### src/rtl/vedic_pkg.sv
// Shared types and helpers for the sequential Vedic multiplier.
package vedic_pkg;

    typedef enum logic [1:0] {
        IDLE,
        MUL,
        DONE
    } state_t;

    localparam int unsigned NSTEPS = 4;
    localparam int unsigned MAXW   = 64;

    // Magnitude of a w-bit value held in the low bits of x; the caller truncates to w bits.
    function automatic logic [MAXW-1:0] vabs(input logic [MAXW-1:0] x, input logic sgn,
                                             input int unsigned w);
        if (sgn && x[w-1]) begin
            return -x;
        end
        return x;
    endfunction

endpackage

### src/rtl/vedic_core.sv
// Combinational unsigned N x N Urdhva-Tiryagbhyam multiplier, recursively decomposed.
module vedic_core #(
    parameter int unsigned N = 2
) (
    input  logic [N-1:0]   a,
    input  logic [N-1:0]   b,
    output logic [2*N-1:0] p
);

    if (N == 2) begin : g_base
        logic t1, t2, t3, c1;
        assign t1   = a[1] & b[0];
        assign t2   = a[0] & b[1];
        assign t3   = a[1] & b[1];
        assign c1   = t1 & t2;
        assign p[0] = a[0] & b[0];
        assign p[1] = t1 ^ t2;
        assign p[2] = t3 ^ c1;
        assign p[3] = t3 & c1;
    end else begin : g_split
        localparam int unsigned M = N / 2;
        logic [N-1:0] ll, hl, lh, hh;

        vedic_core #(.N(M)) u_ll (.a(a[M-1:0]), .b(b[M-1:0]), .p(ll));
        vedic_core #(.N(M)) u_hl (.a(a[N-1:M]), .b(b[M-1:0]), .p(hl));
        vedic_core #(.N(M)) u_lh (.a(a[M-1:0]), .b(b[N-1:M]), .p(lh));
        vedic_core #(.N(M)) u_hh (.a(a[N-1:M]), .b(b[N-1:M]), .p(hh));

        assign p = (2*N)'(ll) + ((2*N)'(hl) << M) + ((2*N)'(lh) << M) + ((2*N)'(hh) << N);
    end

endmodule

### src/rtl/vedic_mult_seq.sv
// Multi-cycle WIDTH x WIDTH multiplier reusing one WIDTH/2 Vedic core over four steps.
module vedic_mult_seq
    import vedic_pkg::*;
#(
    parameter int unsigned WIDTH     = 8,
    parameter bit          SIGNED_EN = 1'b1
) (
    input  logic               clk,
    input  logic               rst_n,
    input  logic               ena,
    input  logic               in_valid,
    output logic               in_ready,
    input  logic [WIDTH-1:0]   in_a,
    input  logic [WIDTH-1:0]   in_b,
    input  logic               in_signed,
    output logic               out_valid,
    input  logic               out_ready,
    output logic [2*WIDTH-1:0] out_p,
    output logic               busy
);

    localparam int unsigned H  = WIDTH / 2;
    localparam int unsigned SW = $clog2(NSTEPS);

    state_t             state_q, state_d;
    logic [SW-1:0]      step_q, step_d;
    logic [WIDTH-1:0]   a_q, a_d, b_q, b_d;
    logic               sign_q, sign_d;
    logic [2*WIDTH-1:0] acc_q, acc_d;
    logic [2*WIDTH-1:0] out_p_q, out_p_d;

    logic [H-1:0]       core_x, core_y;
    logic [WIDTH-1:0]   core_p;
    logic [2*WIDTH-1:0] pp_sh, sum;
    logic               accept, sgn;

    // Step bit 0 selects the high half of a, bit 1 the high half of b.
    assign core_x = step_q[0] ? a_q[WIDTH-1:H] : a_q[H-1:0];
    assign core_y = step_q[1] ? b_q[WIDTH-1:H] : b_q[H-1:0];

    vedic_core #(.N(H)) u_core (.a(core_x), .b(core_y), .p(core_p));

    always_comb begin
        pp_sh = (2*WIDTH)'(core_p);
        case (step_q)
            2'd1, 2'd2: pp_sh = (2*WIDTH)'(core_p) << H;
            2'd3:       pp_sh = (2*WIDTH)'(core_p) << (2*H);
            default:    pp_sh = (2*WIDTH)'(core_p);
        endcase
    end

    assign sum       = acc_q + pp_sh;
    assign in_ready  = ena & ((state_q == IDLE) | ((state_q == DONE) & out_ready));
    assign accept    = in_valid & in_ready;
    assign sgn       = SIGNED_EN & in_signed;
    assign out_valid = (state_q == DONE);
    assign out_p     = out_p_q;
    assign busy      = (state_q == MUL);

    always_comb begin
        state_d = state_q;
        step_d  = step_q;
        a_d     = a_q;
        b_d     = b_q;
        sign_d  = sign_q;
        acc_d   = acc_q;
        out_p_d = out_p_q;
        if (ena) begin
            case (state_q)
                MUL: begin
                    acc_d  = sum;
                    step_d = step_q + 1'b1;
                    if (step_q == SW'(NSTEPS - 1)) begin
                        out_p_d = sign_q ? -sum : sum;
                        state_d = DONE;
                    end
                end
                DONE: begin
                    if (out_ready) begin
                        state_d = IDLE;
                    end
                end
                default: ;
            endcase
            // A DONE consume and a new accept may coincide; the accept wins.
            if (accept) begin
                a_d     = WIDTH'(vabs(MAXW'(in_a), sgn, WIDTH));
                b_d     = WIDTH'(vabs(MAXW'(in_b), sgn, WIDTH));
                sign_d  = sgn & (in_a[WIDTH-1] ^ in_b[WIDTH-1]);
                acc_d   = '0;
                step_d  = '0;
                state_d = MUL;
            end
        end
    end

    always_ff @(posedge clk or negedge rst_n) begin
        if (!rst_n) begin
            state_q <= IDLE;
            step_q  <= '0;
            a_q     <= '0;
            b_q     <= '0;
            sign_q  <= 1'b0;
            acc_q   <= '0;
            out_p_q <= '0;
        end else begin
            state_q <= state_d;
            step_q  <= step_d;
            a_q     <= a_d;
            b_q     <= b_d;
            sign_q  <= sign_d;
            acc_q   <= acc_d;
            out_p_q <= out_p_d;
        end
    end

endmodule

### config.mk
export PLATFORM = sky130hd
export DESIGN_NAME = vedic_mult_seq
export DESIGN_NICKNAME = d
export VERILOG_FILES = /design/src/rtl/vedic_pkg.sv /design/src/rtl/vedic_core.sv /design/src/rtl/vedic_mult_seq.sv
export SDC_FILE = /design/constraint.sdc
export NUM_CORES = 1
export LEC_CHECK = 0
export ABC_AREA = 1
export BUFFER_PORTS_ARGS = -buffer_cell sky130_fd_sc_hd__buf_2
export CAP_MARGIN = 20
export CELL_PAD_IN_SITES_DETAIL_PLACEMENT = 2
export CELL_PAD_IN_SITES_GLOBAL_PLACEMENT = 2
export CORE_MARGIN = 4
export CORE_UTILIZATION = 31
export DETAILED_ROUTE_END_ITERATION = 16
export HOLD_SLACK_MARGIN = 0.08
export PLACE_DENSITY_LB_ADDON = 0.15
export SLEW_MARGIN = 40
export SYNTH_ARGS = -nofsm -noshare
export SYNTH_HDL_FRONTEND = slang
export SYNTH_SLANG_ARGS = --single-unit
### constraint.sdc
create_clock -name clk -period 5.14 [get_ports clk]
set_input_delay 1.028 -clock clk [delete_from_list [all_inputs] [get_ports clk]]
set_output_delay 1.028 -clock clk [all_outputs]
set_load 0.02 [all_outputs]
==> impl_metrics.csv, run 1 <==
group,metric,value,unit
placed_design,dpl.hpwl,13.3,mm
cts,clock-sinks,53,
critical_path,crit_required,5.32,ns
timing,final-hold-violation-count,0,
layout,stdcell_count,956,
power,power.share.switching,52.8,%
power,switchingPower,2570,uW
grt,grtUsageTotal,22.1,%
worst_hold_path,hold_class,"flip-flop to flip-flop",
route,antenna_left,0,
timing,fmax,184,MHz
cts,cts-buffers-inserted,5,
critical_path,crit_type,"flip-flop to flip-flop",
timing,finalCriticalPeriod,5.42,ns
critical_path,cpMostUsedCell,"nand2_2",
timing,relSlewSlack,45.5,%
floorplanning,rows,43,
synth,syn-num-nets,733,
timing,setup_viol,10,
critical_path,arrival,5.60,ns
timing,final_max_slew_viol_count,0,
synth,yosys-top-cells-area,"dfrtp_1 (29%), nand2_1 (17%), ha_1 (11%)",
power,leakagePower,0.00334,uW
cts,clock_latency,0.31,ns
power,pwr-share-clk,7.2,%
synth,synth_cell_types,36,
floorplanning,die_y,129,um
synth,ys_warn_count,0,
synth,syn_area,4510,sq um
synth,yosysSeqAreaShare,29.4,%
grt,grt_max_degree,54,
critical_path,slowest_delay,0.56,ns
layout,drive_above_1_share,34.5,%
critical_path,crit_fanout,4,
route,viasPerCell,5.14,
cts,htreeDepth,2,
floorplanning,die_area,16500,sq um
timing,finClkSkew,0.0206,ns
layout,final_nets,842,
critical_path,start_kind,"flip-flop",
floorplanning,die_x,129,um
run,cap_violations,0,
critical_path,endpoint_kind,"flip-flop",
cts,hold_buffers,0,
status,status,"complete, but fails checks",
route,first_pass_iters,4,
grt,grt_pass1_vias,5462,
route,drt_wl_total,19.7,mm
placed_design,gp_congestion,0.847,
power,intPower,2300,uW
synth,ys_ff_latch,53,
power,powerDensity,781,nW/um^2
layout,utilization,44.4,%
floorplanning,fp.coreArea,14000,sq um
placed_design,placed_cells,926,
power,peakVddDrop,0.270,mV
power,seqPwrFrac,14.5,%
synth,synth.avg_cell_area,6.77,sq um
grt,antenna_found_initial,0,
timing,fin_crit_sh,105,%
grt,grt_pass1_wl,29.1,mm
route,post_drt_wl_per_cell,20.6,um
placed_design,port-buffer-count,40,
power,combPwrFrac,78.2,%
timing,rsz0062_at_grt,"yes",
floorplanning,start_util,32.1,%
synth,synth_top_cell_area_share,29.4,%
cts,cts_tree,"yes",
route,drcViolationCount,0,
cts,cts_buffer_depth,2,
grt,grt-ovfl-total,0,
timing,setup_slack,-0.281,ns
timing,hold_slack,0.480,ns
status,violations,"negative setup slack",
floorplanning,boundaryPins,41,
power,total_power,4870,uW
placed_design,post-place-ws,-0.562,ns
layout,n_antenna_cell,0,
layout,syn_to_final_growth,38.3,%
synth,synth_cells,666,
route,drtIter0Drc,262,
cts,path_clk_slew,0.07,ns
route,vias,4914,
timing,tightest_slew,0.815,ns
synth,synth_top_area_cell,"dfrtp_1",
critical_path,cp_slowest_cell,"fa_1",
cts,cts-root-buf,"clkbuf_16",
[through the flow]
| step | setup TNS, ns | instance area, sq um |
|---|---|---|
| after global placement | -1.61 | 5260 |
| final | -1.98 | 6240 |
| after CTS | 0 | 5910 |
| after floorplan | 0 | 4510 |
| after detailed placement | -4.81 | 5260 |
| after global routing | -6.31 | 6240 |
[cell type report]
class	count	area, sq um
Clock buffer	7	133
Clock inverter	1	7.51
Fill cell	1639	7810
Inverter	109	409
Multi-Input combinational cell	495	3390
Sequential cell	53	1330
Tap cell	180	225
Timing Repair Buffer	111	744
[state kept, by name, summed over array words and instances, names as in the netlist]
signal and cells:
step_q 2, a_q 8, out_p 16, acc_q 16, b_q 8, state_q 2
sign_q 1
[logic make-up after synthesis]
| group | Yosys count | share of synthesized area (%) |
|---|---|---|
| XOR/XNOR | 22 | 4.27 |
| AND/OR/NAND/NOR | 340 | 31.7 |
| AO/OA/AOI/OAI | 84 | 10.3 |
| buffers and inverters | 118 | 9.96 |
| adder cells (fa/ha/maj) | 45 | 13.5 |
| multiplexers | 4 | 0.888 |
| flip-flops | 53 | 29.4 |
[power by group through the flow]
stage	logic [uW]	registers, uW	clock network, uW
6_report	3810	707	353
5_1_grt	4190	726	378
4_1_cts	3420	696	359
3_5_place_dp	2910	696	0
3_3_place_gp	2750	686	0
2_1_floorplan	1730	706	0
[final timing paths]
kind                       slack, ns  startpoint  cells after the start   endpoint
setup / recovery               -0.28   step_q[0]                     30  out_p[15]
hold / removal                  0.48   out_p[12]                      2  out_p[12]
setup reg to reg               -0.28   step_q[0]                     30  out_p[15]
hold reg to reg                 0.48   out_p[12]                      2  out_p[12]
max in group asynchronous       3.74       rst_n                      2  out_p[12]
min in group asynchronous       0.88       rst_n                      2   acc_q[7]
[repair_timing]
action,4_1_cts,5_1_grt
endpoints found under the setup margin,16,20
pin swaps,49,46
setup buffers,17,6
resized for setup,94,84
[worst max-delay path: cells and delay by family, from the launching register on]
kind                     cells  cell delay, ns
AO/OA/AOI/OAI                1            0.16
XOR/XNOR                     2            0.40
adder cells (fa/ha/maj)      7            2.05
buffers and inverters        3            0.22
flip-flops                   1            0.44
multiplexers                 1            0.32
AND/OR/NAND/NOR             16            1.71
[cell usage after synthesis]
cell	instances
o31ai_1	1
nand3b_1	3
o21ai_2	1
dfrtp_1	53
nor2_1	50
and2_1	2
xnor2_1	11
nor4_1	1
or2_2	3
o22ai_1	10
nor2_2	3
buf_4	1
a21oi_1	10
nor3b_1	1
nand2_1	210
or2_1	2
nand4_1	6
o21ai_0	53
buf_1	1
xor2_1	11
clkinv_1	1
nor3_1	2
ha_1	39
o41ai_1	2
clkbuf_1	5
fa_1	6
o21a_1	1
nand3_1	49
o211ai_1	4
a22o_1	1
nand3_2	3
buf_2	2
mux2i_1	4
o21ai_1	1
inv_1	108
nand2_2	5
[cell usage in the layout, fill, tap and decap left out, types with 4 or more instances in the layout]
cell       instances
nand2_1          151
inv_1             94
buf_4             68
dfrtp_1           53
nand2_2           49
o21ai_0           45
buf_2             40
nor2_1            38
nand3_1           35
ha_1              25
nand3_2           16
nand2_4           15
inv_2             14
xor2_1            10
ha_4               9
xnor2_1            8
nor2_2             8
nor2_4             7
a21oi_1            6
nand4_1            6
o21ai_1            5
o21ai_2            5
o22ai_2            5
ha_2               5
clkbuf_16          5
o211ai_1           4
fa_1               4
[metal layers]
layer	up-vias	part of all wire, %	GRT usage (%)
li1	2335	-	-
met1	2459	45	30.5
met2	96	50	38.7
met3	24	3.2	1.62
met4	0	1.8	3.71
met5	-	0	0
Note: power is estimated with default switching activity, not from simulation.
==> run 2: changes to the inputs <==
Settings changed: ABC_AREA 1 to not set, CORE_UTILIZATION 31 to 33.
==> impl_metrics.csv, run 2 <==
group,metric,value,unit
status,status,"complete, but fails checks",
status,violations,"negative setup slack",
floorplanning,start_util,34.2,%
floorplanning,die_y,120,um
route,drt_wl_total,15.7,mm
synth,synth_most_common_cell,"nand2_1",
cts,hold_buffers,0,
synth,synth.avg_cell_area,8.24,sq um
synth,ys_ff_latch,53,
timing,relSlewSlack,42.3,%
synth,ys.flop_type,"dfrtp_1",
power,leakagePower,0.00270,uW
critical_path,crit_type,"flip-flop to flip-flop",
timing,final_max_slew_viol_count,0,
route,vias,4065,
critical_path,crit_required,5.31,ns
synth,syn-num-nets,574,
route,first_pass_iters,4,
worst_hold_path,worstHoldStart,"out_p[0]",
critical_path,ff2ff_setup_slack,-0.82,ns
synth,synth_cell_types,53,
power,switchingPower,196,uW
timing,finClkSkew,0.00560,ns
timing,tightest_slew,0.864,ns
timing,final-hold-violation-count,0,
timing,setup_slack,-0.817,ns
layout,n_fill_cell,1363,
critical_path,start_kind,"flip-flop",
layout,drive_above_1_share,34.2,%
placed_design,port-buffer-count,40,
critical_path,slowest_delay,0.50,ns
synth,synthArstFlopShare,100,%
power,peakVddDrop,0.159,mV
timing,fin_crit_sh,116,%
route,drcViolationCount,0,
synth,yosysSeqAreaShare,31.8,%
critical_path,crit_fanout,4,
timing,setup_viol,17,
placed_design,dpl.hpwl,11.1,mm
floorplanning,fp.coreArea,12200,sq um
route,drtIter0Drc,162,
grt,grt_max_degree,54,
cts,path_clk_slew,0.07,ns
grt,grt_pass1_vias,4655,
placed_design,post-place-ws,-0.922,ns
worst_hold_path,worstHoldEndpoint,"out_p[0]",
layout,layout.cells.most_common,"nand2_1",
cts,clock-sinks,53,
synth,synth_cells,507,
critical_path,crit_path_cell_trace,"mux2i_4 > nor2_1 > ha_2 > ha_4 > ha_4 > inv_2 > fa_2 > xor2_2 > fa_1 > inv_2 > fa_2 > a21o_1 > a21oi_2 > xor2_2 > a22oi_1 > nor2_1 > ha_1 > and2b_2 > a221o_2 > a211o_1 > or2_4 > o41ai_4 > xnor2_1 > o21ai_1",
critical_path,r2r.worst_path.cells,24,
synth,synth_edf_count,0,
critical_path,endpoint_kind,"flip-flop",
grt,grtUsageTotal,21.1,%
timing,rsz0062_at_grt,"yes",
timing,fmax,168,MHz
power,pwr-share-clk,45.3,%
worst_hold_path,hold_class,"flip-flop to flip-flop",
layout,syn_to_final_growth,38.2,%
cts,cts_buffer_depth,2,
synth,syn_area,4180,sq um
timing,finalCriticalPeriod,5.96,ns
cts,cts_tree,"yes",
worst_hold_path,min_path_cells,2,
grt,grt-ovfl-total,0,
route,antenna_left,0,
critical_path,cp_slowest_cell,"fa_1",
placed_design,placed_cells,761,
synth,ys_top_cells_by_count,"nand2_1 (87), dfrtp_1 (53), nor2_1 (46)",
synth,synth_top_area_cell,"dfrtp_1",
critical_path,arrival,6.13,ns
power,powerDensity,145,nW/um^2
cts,cts-root-buf,"clkbuf_16",
cts,htreeDepth,2,
power,intPower,642,uW
layout,stdcell_count,787,
route,post_drt_wl_per_cell,19.9,um
layout,layout_common_cells,"nand2_1 (83), buf_4 (76), dfrtp_1 (51)",
route,viasPerCell,5.17,
floorplanning,die_x,120,um
placed_design,gp_congestion,0.839,
grt,grt_pass1_wl,24.2,mm
floorplanning,boundaryPins,41,
grt,antenna_found_initial,0,
synth,synth_top_cell_area_share,31.8,%
run,cap_violations,0,
power,power.share.switching,23.4,%
floorplanning,die_area,14500,sq um
critical_path,reg2reg_to,"out_p[15]",
cts,clock_latency,0.31,ns
power,total_power,838,uW
layout,n_antenna_cell,0,
power,combPwrFrac,5.0,%
critical_path,reg2reg_from,"step_q[0]",
cts,cts-buffers-inserted,5,
layout,final_nets,685,
floorplanning,rows,40,
synth,ys_warn_count,0,
power,seqPwrFrac,49.7,%
synth,yosys-top-cells-area,"dfrtp_1 (32%), ha_1 (12%), nand2_1 (7.8%)",
## run 2: cell count changes in the layout (fill, tap and decap cells not counted), sizes merged, moves of 6 or more
cell,previous run,this run
mux2i,4,11
nand2,215,87
nor2,53,46
xor2,11,17
o21ai,55,46
nand3,52,13
a21oi,10,37
inv,108,31
and2,2,9
o22ai,10,2
buf,111,123
xnor2,11,26
## run 2: cells by family (layout without fill, tap and decap cells)
family	after synthesis	after routing	share of synthesized area [%]
simple gates	185	185	19.8
compound gates	119	119	17.4
flops	53	53	31.8
buf+inv	50	162	4.58
fa+ha+maj	45	45	14.6
xor+xnor	43	43	9.02
mux	12	12	2.91
## run 2: critical path: cells and delay by family (launching register included)
family	cells	cell delay [ns]
adder cells (fa/ha/maj)	7	2.21
AO/OA/AOI/OAI	7	1.59
AND/OR/NAND/NOR	4	0.70
XOR/XNOR	3	0.47
flip-flops	1	0.46
multiplexers	1	0.27
buffers and inverters	2	0.10
## run 2: layout make-up
type	count	area, sq um	share of cell area [%]
inverter	31	116	2.02
timing repair buffer	123	853	14.8
sequential	53	1330	23.0
multi-input combinational	404	3100	53.7
clock buffer	7	153	2.65
clock inverter	1	8.76	0.152
tap	168	210	3.64
## run 2: worst max path at each step
| stage | from | endpoint | cells after the start |
|---|---|---|---|
| floorplan | step_q[0] | out_p[13] | 26 |
| global placement | step_q[0] | out_p[13] | 25 |
| detailed placement | step_q[0] | out_p[13] | 26 |
| CTS | step_q[0] | out_p[14] | 25 |
| global route | step_q[0] | out_p[15] | 26 |
| finish | step_q[0] | out_p[15] | 24 |
## run 2: per-layer routing
| metal | track usage [%] | vias to the layer above | part of all wire, % |
|---|---|---|---|
| li1 | - | 1940 | - |
| met1 | 23.1 | 2054 | 40 |
| met2 | 41.8 | 53 | 56 |
| met3 | 2.71 | 18 | 2.0 |
| met4 | 6.30 | 0 | 1.9 |
| met5 | 0 | - | 0 |
## run 2: timing repair
item / CTS / global route
gates resized for setup: 39 / 36
buffers inserted: 12 / 11
pin swaps: 24 / 25
setup endpoints to repair: 19 / 22
## run 2: power groups by stage
stage,Clock (uW),Combinational [uW],Sequential (uW)
floorplan,0,15.8,425
global placement,0,40.3,425
detailed placement,0,42.9,425
CTS,392,43.4,416
global route,412,48.6,417
finish,380,41.8,417
## run 2: stage by stage
stage	util [%]	setup TNS [ns]	instance area, sq um	hold WS (ns)
2_1_floorplan	-	-1.21	4310	0.446
3_3_place_gp	41.8	-5.23	5100	0.461
3_5_place_dp	41.9	-9.56	5120	0.474
4_1_cts	45.5	-6.16	5550	0.491
5_1_grt	47.2	-11.78	5770	0.523
6_report	47.2	-7.69	5770	0.486
